--- src/rtl/hazard_pkg.sv ---
// Shared types for the RV32 pipeline hazard controller and its helpers.
// Latency: n/a (types and constants only).
// Backpressure: n/a.
//
// Contents: EX redirect select encoding, hazard FSM state encoding and the
// default register address width used by the hazard and forwarding logic.
package hazard_pkg;

  // Default register-file address width for RV32 (32 architectural regs).
  localparam int REG_AW_DEF = 5;

  // EX-stage redirect select. Encoding 2'b11 has no name; the controller
  // treats any non-PC4 value as a redirect.
  typedef enum logic [1:0] {
    PC4  = 2'b00,
    PCB  = 2'b01,
    PCJR = 2'b10
  } br_ctrl_e;

  typedef enum logic [1:0] {
    NORMAL     = 2'b00,
    LU_STALL   = 2'b01,
    KILL_FETCH = 2'b10
  } hz_state_e;

endpackage : hazard_pkg

--- src/rtl/hazard_match.sv ---
// Load-use hazard detector: flags an ID source that reads the EX load's rd.
// Latency: purely combinational, zero cycles.
// Backpressure: none; shared with the forwarding unit.
//
// Ports:
//   mem_read  in   EX instruction is a load
//   rd_addr   in   EX destination register (x0 never matches)
//   src_addr  in   packed ID source addresses, source i at [i*REG_AW +: REG_AW]
//   src_used  in   per-source valid mask
//   match     out  at least one valid source reads the loaded register
module hazard_match #(
  parameter int NUM_SRC = 2,
  parameter int REG_AW  = hazard_pkg::REG_AW_DEF
) (
  input  logic                      mem_read,
  input  logic [REG_AW-1:0]         rd_addr,
  input  logic [NUM_SRC*REG_AW-1:0] src_addr,
  input  logic [NUM_SRC-1:0]        src_used,
  output logic                      match
);

  always_comb begin
    match = 1'b0;
    for (int i = 0; i < NUM_SRC; i++) begin
      if (src_used[i] && (src_addr[i*REG_AW +: REG_AW] == rd_addr)) begin
        match = 1'b1;
      end
    end
    // x0 is hard-wired zero, so a load targeting it can never create a hazard.
    if (!mem_read || (rd_addr == '0)) begin
      match = 1'b0;
    end
  end

endmodule : hazard_match

--- src/rtl/hazard_ctrl_mc.sv ---
// Pipeline hazard controller for the 5-stage RV32 core (load-use, redirect, mem waits).
// Latency: outputs combinational from registered state and current inputs.
// Backpressure: dm_stall freezes the back pipe, im_stall holds PC, load-use bubbles ID/EX.
//
// Ports:
//   clk, rst_n        core clock, asynchronous active-low reset
//   br_ctrl           EX redirect select (non-zero = redirect)
//   ex_mem_read       EX instruction is a load
//   ex_rd_addr        EX destination register
//   src_addr/src_used ID source addresses and valid mask
//   im_stall/dm_stall instruction fetch / data access not complete
//   pc_write          PC update enable
//   ifid_write        IF/ID enable
//   instr_flush       load NOP into IF/ID
//   id_flush          load NOP into ID/EX
//   pipe_hold         freeze ID/EX, EX/MEM, MEM/WB
//   *_cnt             performance counters
//
// Build option: define HAZARD_PERF_EN to enable the saturating performance
// counters; without it the counter ports read zero and no counter flops exist.
module hazard_ctrl_mc
  import hazard_pkg::*;
#(
  parameter int REG_AW   = REG_AW_DEF,
  parameter int NUM_SRC  = 2,
  parameter int LOAD_LAT = 1,
  parameter int CNT_W    = 32
) (
  input  logic                      clk,
  input  logic                      rst_n,
  input  logic [1:0]                br_ctrl,
  input  logic                      ex_mem_read,
  input  logic [REG_AW-1:0]         ex_rd_addr,
  input  logic [NUM_SRC*REG_AW-1:0] src_addr,
  input  logic [NUM_SRC-1:0]        src_used,
  input  logic                      im_stall,
  input  logic                      dm_stall,
  output logic                      pc_write,
  output logic                      ifid_write,
  output logic                      instr_flush,
  output logic                      id_flush,
  output logic                      pipe_hold,
  output logic [CNT_W-1:0]          lu_stall_cnt,
  output logic [CNT_W-1:0]          flush_cnt,
  output logic [CNT_W-1:0]          mem_stall_cnt
);

  localparam int LU_W = $clog2(LOAD_LAT + 1);
  typedef logic [LU_W-1:0] lu_cnt_t;

  // The first bubble is issued from NORMAL, so LU_STALL covers the rest.
  localparam lu_cnt_t LU_INIT = lu_cnt_t'(LOAD_LAT - 1);
  localparam lu_cnt_t LU_ONE  = lu_cnt_t'(1);

  hz_state_e state_q, state_d;
  lu_cnt_t   lu_cnt_q, lu_cnt_d;
  logic      hz_match;
  logic      redirect;

  hazard_match #(
    .NUM_SRC (NUM_SRC),
    .REG_AW  (REG_AW)
  ) u_match (
    .mem_read (ex_mem_read),
    .rd_addr  (ex_rd_addr),
    .src_addr (src_addr),
    .src_used (src_used),
    .match    (hz_match)
  );

  // Encoding 2'b11 is not a legal select but is still treated as a redirect.
  assign redirect = (br_ctrl != PC4);

  always_ff @(posedge clk or negedge rst_n) begin
    if (!rst_n) begin
      state_q  <= NORMAL;
      lu_cnt_q <= '0;
    end else begin
      state_q  <= state_d;
      lu_cnt_q <= lu_cnt_d;
    end
  end

  // Priority chain: data-memory wait, redirect, fetch kill, load-use,
  // fetch wait, then normal advance.
  always_comb begin
    state_d     = state_q;
    lu_cnt_d    = lu_cnt_q;
    pc_write    = 1'b1;
    ifid_write  = 1'b1;
    instr_flush = 1'b0;
    id_flush    = 1'b0;
    pipe_hold   = 1'b0;

    if (!rst_n) begin
      // Keep the front end quiet and bubbles flowing while held in reset.
      pc_write    = 1'b0;
      ifid_write  = 1'b0;
      instr_flush = 1'b1;
      id_flush    = 1'b1;
    end else if (dm_stall) begin
      // Whole pipe frozen; FSM and bubble count resume where they left off.
      pipe_hold  = 1'b1;
      pc_write   = 1'b0;
      ifid_write = 1'b0;
    end else if (redirect) begin
      // Wrong-path instructions in IF/ID and ID are squashed; any pending
      // load-use bubble is moot because the dependent instruction is gone.
      instr_flush = 1'b1;
      id_flush    = 1'b1;
      lu_cnt_d    = '0;
      // A fetch still in flight will return the wrong-path instruction, so
      // remember to discard it when it arrives.
      state_d     = im_stall ? KILL_FETCH : NORMAL;
    end else if (state_q == KILL_FETCH) begin
      instr_flush = 1'b1;
      pc_write    = !im_stall;
      // The returning stale instruction is flushed in this same cycle.
      if (!im_stall) begin
        state_d = NORMAL;
      end
    end else if ((state_q == LU_STALL) || hz_match) begin
      pc_write   = 1'b0;
      ifid_write = 1'b0;
      id_flush   = 1'b1;
      if (state_q == LU_STALL) begin
        if (lu_cnt_q <= LU_ONE) begin
          state_d  = NORMAL;
          lu_cnt_d = '0;
        end else begin
          lu_cnt_d = lu_cnt_q - LU_ONE;
        end
      end else if (LOAD_LAT > 1) begin
        state_d  = LU_STALL;
        lu_cnt_d = LU_INIT;
      end
    end else if (im_stall) begin
      // Hold PC, present a NOP to decode until the fetch completes.
      pc_write    = 1'b0;
      instr_flush = 1'b1;
    end
  end

`ifdef HAZARD_PERF_EN
  logic             inc_lu, inc_flush, inc_mem;
  logic [CNT_W-1:0] lu_stall_cnt_q, lu_stall_cnt_d;
  logic [CNT_W-1:0] flush_cnt_q, flush_cnt_d;
  logic [CNT_W-1:0] mem_stall_cnt_q, mem_stall_cnt_d;

  function automatic logic [CNT_W-1:0] sat_inc(input logic [CNT_W-1:0] v,
                                               input logic             en);
    return (en && (v != '1)) ? v + {{(CNT_W-1){1'b0}}, 1'b1} : v;
  endfunction

  // Event qualifiers mirror the priority chain above.
  always_comb begin
    inc_mem         = dm_stall;
    inc_flush       = !dm_stall && redirect;
    inc_lu          = !dm_stall && !redirect && (state_q != KILL_FETCH) &&
                      ((state_q == LU_STALL) || hz_match);
    lu_stall_cnt_d  = sat_inc(lu_stall_cnt_q, inc_lu);
    flush_cnt_d     = sat_inc(flush_cnt_q, inc_flush);
    mem_stall_cnt_d = sat_inc(mem_stall_cnt_q, inc_mem);
  end

  always_ff @(posedge clk or negedge rst_n) begin
    if (!rst_n) begin
      lu_stall_cnt_q  <= '0;
      flush_cnt_q     <= '0;
      mem_stall_cnt_q <= '0;
    end else begin
      lu_stall_cnt_q  <= lu_stall_cnt_d;
      flush_cnt_q     <= flush_cnt_d;
      mem_stall_cnt_q <= mem_stall_cnt_d;
    end
  end

  assign lu_stall_cnt  = lu_stall_cnt_q;
  assign flush_cnt     = flush_cnt_q;
  assign mem_stall_cnt = mem_stall_cnt_q;
`else
  assign lu_stall_cnt  = '0;
  assign flush_cnt     = '0;
  assign mem_stall_cnt = '0;
`endif

endmodule : hazard_ctrl_mc

--- config.mk ---
export PLATFORM = sky130hd
export DESIGN_NAME = hazard_ctrl_mc
export DESIGN_NICKNAME = d
export VERILOG_FILES = /design/src/rtl/hazard_pkg.sv /design/src/rtl/hazard_match.sv /design/src/rtl/hazard_ctrl_mc.sv
export SDC_FILE = /design/constraint.sdc
export NUM_CORES = 1
export LEC_CHECK = 0
export ABC_AREA = 1
export CORE_UTILIZATION = 27
export CTS_CLUSTER_DIAMETER = 120
export DETAILED_ROUTE_END_ITERATION = 10
export PLACE_DENSITY = 0.88
export SLEW_MARGIN = 20
export SYNTH_ARGS = -nofsm -noshare
export SYNTH_HDL_FRONTEND = slang
export SYNTH_SLANG_ARGS = --single-unit
export TNS_END_PERCENT = 1
--- constraint.sdc ---
create_clock -name clk -period 1.9 [get_ports clk]
set_input_delay 0.57 -clock clk [delete_from_list [all_inputs] [get_ports clk]]
set_output_delay 0.57 -clock clk [all_outputs]
set_load 0.03 [all_outputs]
# Word-level counts from Yosys, hierarchy flattened
# Cells that the tools add are included.
# word_totals
ff_bits	3
input_bits	24
out_inout_bits	101
wordCells	65
# op_classes
n_addsub	1
n_lt_le_gt_ge	1
n_eq_ne	6
muxes	39
bitwise	1
n_reduce_logical	15
# ops
operator	count
1-bit two-way mux	32
2-bit two-way mux	7
5-bit equality test	2
3-bit nonzero test	3
6-bit AND reduction	1
2-bit nonzero test	3
5-bit zero test	1
5-bit AND reduction	1
3-bit != test, second input constant	1
2-bit by 1-bit equality test with 1-bit output, second input constant	1
2-bit equality test, second input constant	1
1-bit logical AND	2
1-bit zero test	2
1-bit logical OR	2
2-bit != test, second input constant	1
1-bit <= comparator, second input constant	1
1-bit inverter	1
1-bit subtractor, second input constant	1

# Longest topological paths before layout
# Gate-level depths: netlist of run 1.
# logic_depth
depth_word	11
depth_mapped	9
ltp_nobuf	9

# Cells and area by module
# Synthesis of run 1 repeated with hierarchy kept, for this count alone.
# hier_totals
cells_unflattened	176
area_unflattened_um2	1064.8
# modules_own_cells
module	instances	cells_per_inst	area_per_inst_um2	seq_area_each_um2
hazard_ctrl_mc	1	125	860.8	25.0
hazard_match	1	51	203.9	0.0

# Worst setup path after synthesis of run 1
# OpenSTA, ideal clock, no wires.
# synth_path
path_kind	input port to output port
startpoint	input ex_rd_addr[3]
endpoint	output instr_flush
arrival_ns	1.522
required_time_ns	1.330
setup_slack_ns	-0.192
path_stages	7
n_path_buf	0
cell_sequence	inv_1 > nand4_1 > o21ai_0 > inv_1 > nand2_1 > nand2_1 > a21oi_1
# synth_between
elab_chain_len	11
elab_cells_between_ends	15
cone_classes	2 x eq/ne; 8 x mux; 5 x reduce/logical
# synth_rtl
element	line	text
from (decl)	hazard_ctrl_mc.sv:33	input logic [REG_AW-1:0] ex_rd_addr,
5-bit equality test	hazard_match.sv:25	if (src_used[i] && (src_addr[i*REG_AW +: REG_AW] == rd_addr)) begin
1-bit logical AND	hazard_match.sv:25	
1-bit two-way mux (2 in series)	hazard_match.sv:25	
1-bit two-way mux (*)	hazard_match.sv:30	if (!mem_read || (rd_addr == '0)) begin
1-bit logical OR (*)	hazard_ctrl_mc.sv:122	end else if ((state_q == LU_STALL) || hz_match) begin
1-bit two-way mux (*)	hazard_ctrl_mc.sv:122	
1-bit two-way mux (*)	hazard_ctrl_mc.sv:115	end else if (state_q == KILL_FETCH) begin
1-bit two-way mux (*)	hazard_ctrl_mc.sv:106	end else if (redirect) begin
1-bit two-way mux (*)	hazard_ctrl_mc.sv:101	end else if (dm_stall) begin
1-bit two-way mux (*)	hazard_ctrl_mc.sv:95	if (!rst_n) begin
to (decl)	hazard_ctrl_mc.sv:40	output logic instr_flush,
# Every way passes the cells marked *; elsewhere a longest branch is shown, timed or not.

# Worst setup path in the final report of run 1
# layout_path
startpoint	input ex_rd_addr[1]
endpoint	output id_flush
# layout_between
elab_chain_len	11
elab_cells_between_ends	15
cone_classes	2 x eq/ne; 8 x mux; 5 x reduce/logical
# layout_rtl
element	line	text
5-bit equality test	hazard_match.sv:25	
1-bit logical AND	hazard_match.sv:25	
1-bit two-way mux (2 in series)	hazard_match.sv:25	
1-bit two-way mux (*)	hazard_match.sv:30	
1-bit logical OR (*)	hazard_ctrl_mc.sv:122	
1-bit two-way mux (*)	hazard_ctrl_mc.sv:122	
1-bit two-way mux (*)	hazard_ctrl_mc.sv:115	
1-bit two-way mux (*)	hazard_ctrl_mc.sv:106	
1-bit two-way mux (*)	hazard_ctrl_mc.sv:101	
1-bit two-way mux (*)	hazard_ctrl_mc.sv:95	
to (decl)	hazard_ctrl_mc.sv:41	output logic id_flush,
# Marks and branches as above.

==> flow_summary.toml, run 1 <==
[status]
status = "finished, violations left"
violations = "negative setup slack"

[synthesis]
synth.largest_area_cell = "buf_4"
synth_fa_ha_area_frac = 0
syn_avg_cell_area_um2 = 6.04
netlist_instances = 176
ys_seq_elements = 1
synth_area_um2 = 1060
synth_top_family_by_area = "buffers and inverters"
yosys_warnings = 0
synthSimpleGateAreaFrac = 0.202
yosysTopAreaCellShare = 0.678
muxShareOfSynthArea = 0
yosys-top-cells-area = "buf_4 (68%), nand2_1 (12%), inv_1 (6.0%), nor2_1 (4.9%), dfrtp_1 (2.4%)"
synth_xor_area_frac = 0
yosysSeqAreaShare = 0.0235
synthDistinctLibCells = 14
synth_compound_area_frac = 0.0224

[critical_path]
r2r_cells = 2
critical_path_arrival_ps = 1550
regToRegStartpoint = "state_q[1]"
crit_fanout = 3
reg2reg_to = "state_q[1]"
end_kind = "primary output"
path_class = "input pin to primary output"
worstPathRequired_ps = 1330
start_kind = "input pin"
setup.worst_path.start = "ex_rd_addr[1]"
critPathCapture = "id_flush"
regToRegSetupSlack_ps = 1260

[grt]
grt_max_degree = 5
overflow = 0
grt_pass1_vias = 651
antenna_found_initial = 0
grt_pass1_wl_um = 2650
grt.total_usage = 0.0789

[place]
dpl.hpwl_um = 1670
dp_cells = 258
io_buffers = 28
gp_congestion = 0.733
place_area_um2 = 1100

[final_layout]
syn_to_final_growth_pct = 18.2
layoutNonFillerInstCount = 262
largestRegisters = "state_q: 1 flops"
largest_reg_flops = 1
layout_commonest_cell = "conb_1"
fin_area_um2 = 1260
layout_common_cells = "conb_1 (96), nand2_2 (19), nand2_1 (16), buf_6 (16), inv_2 (10)"
nNetsFinal = 240
antenna_cells = 0
layout-drive-gt1-share = 0.374
regMostFlops = "state_q"
fin_util = 0.338

[sta]
finalHoldViolCount = 0
fin_crit_sh = 1.11
setup_ws_ps = -216
fmax_ghz = 0.472
rsz0062_at_grt = "yes"
final.min_clock_period_ps = 2120
maxSlewViolCount = 0
finalClockSkew_ps = 0
finalSetupViolCount = 4

[detailed_routing]
wl_per_cell_um = 7.52
vias = 834
postRouteAntennaNets = 0
routed_wl_um = 1970
drt_iter0_drc = 8
firstDrtPassIters = 2
drc_errors = 0
viasPerCell = 3.18

[clock_network]
path_clk_slew_ps = 0
insertion_delay_ps = 0

[floorplan]
die_area_um2 = 4190
die_y_um = 64.8
core_area_um2 = 3720
num_rows = 22
pin_count = 125
start_util = 0.286
die_w_um = 64.8

[pwr]
p_leak_nw = 0.774
power_density_nw_per_um2 = 370
irDropWorstVdd_uv = 113
power_w = 0.000466

[worst_hold_path]
hp-start = "state_q[1]"
hold_class = "flop to flop"

[run]
cap_violations = 0
cell families after synthesis:
logic type / count (synthesis)
simple gates: 54
other cells: 1
buf+inv: 116
compound gates: 4
flops: 1
metrics by stage:
| step | TNS [ps] | setup WS, ps | hold slack [ps] |
|---|---|---|---|
| floorplan | -48.3 | -37.2 | 274 |
| CTS | -952 | -280 | 567 |
| global placement | -3440 | -1090 | 544 |
| detailed placement | -3520 | -1100 | 553 |
| finish | -799 | -216 | 566 |
| global route | -1140 | -303 | 585 |
layer usage:
layer	share of wire	GRT usage	vias up
met3	0.086	0.00704	4
met4	0.017	0.0194	0
met5	0	0	-
met2	0.61	0.178	59
met1	0.28	0.0699	364
li1	-	-	407
worst max-delay path: stages:
cell     delay [ps]
buf_8           110
nand2_1          50
nand2_1          50
nor2_2          130
nand3_2          90
nand2_2          70
nand3_2          80
buf_6           140
a21oi_4         110
buf_6           140
area by class of cell:
type,instances,area [um^2]
fill,428,2460
multi-input combinational,154,718
timing repair buffer,39,369
inverter,20,85.1
tap,48,60.1
sequential,1,25.0
report_power, final:
| part | switching, W | internal, W | leakage (nW) |
|---|---|---|---|
| Clock | 0 | 0 | 0 |
| Combinational | 0.000343 | 0.0000955 | 0.763 |
| Sequential | 0.00000219 | 0.0000249 | 0.0113 |
how the worst min path moves through the flow:
stage                      end  slack, ps  cells past startpoint
floorplan           state_q[1]        270                      0
global placement    state_q[1]        540                      2
global route        state_q[1]        580                      2
detailed placement  state_q[1]        550                      2
CTS                 state_q[1]        570                      2
finish              state_q[1]        570                      2
repair_timing:
action,CTS,global route
hold buffers,0,0
resized for setup,103,46
pin swaps,31,30
endpoints found under the setup margin,5,4
buffers inserted,4,0
hold endpoints to repair,0,0
synth_stat cells:
cell      n
nand3_1   2
inv_2     3
nand4_1   1
o21ai_0   1
buf_4    96
nand3_2   1
nor3_1    1
nand2_1  35
a21oi_1   2
conb_1    1
inv_1    17
nor2_1   14
dfrtp_1   1
a21oi_2   1
Power figures use the tool's default switching activity.
==> run 2, diff against run 1 <==
- HOLD_SLACK_MARGIN: not set -> 0.03
==> results of run 2 <==
The final DEF is identical to that of run 1; final timing and power are the same.
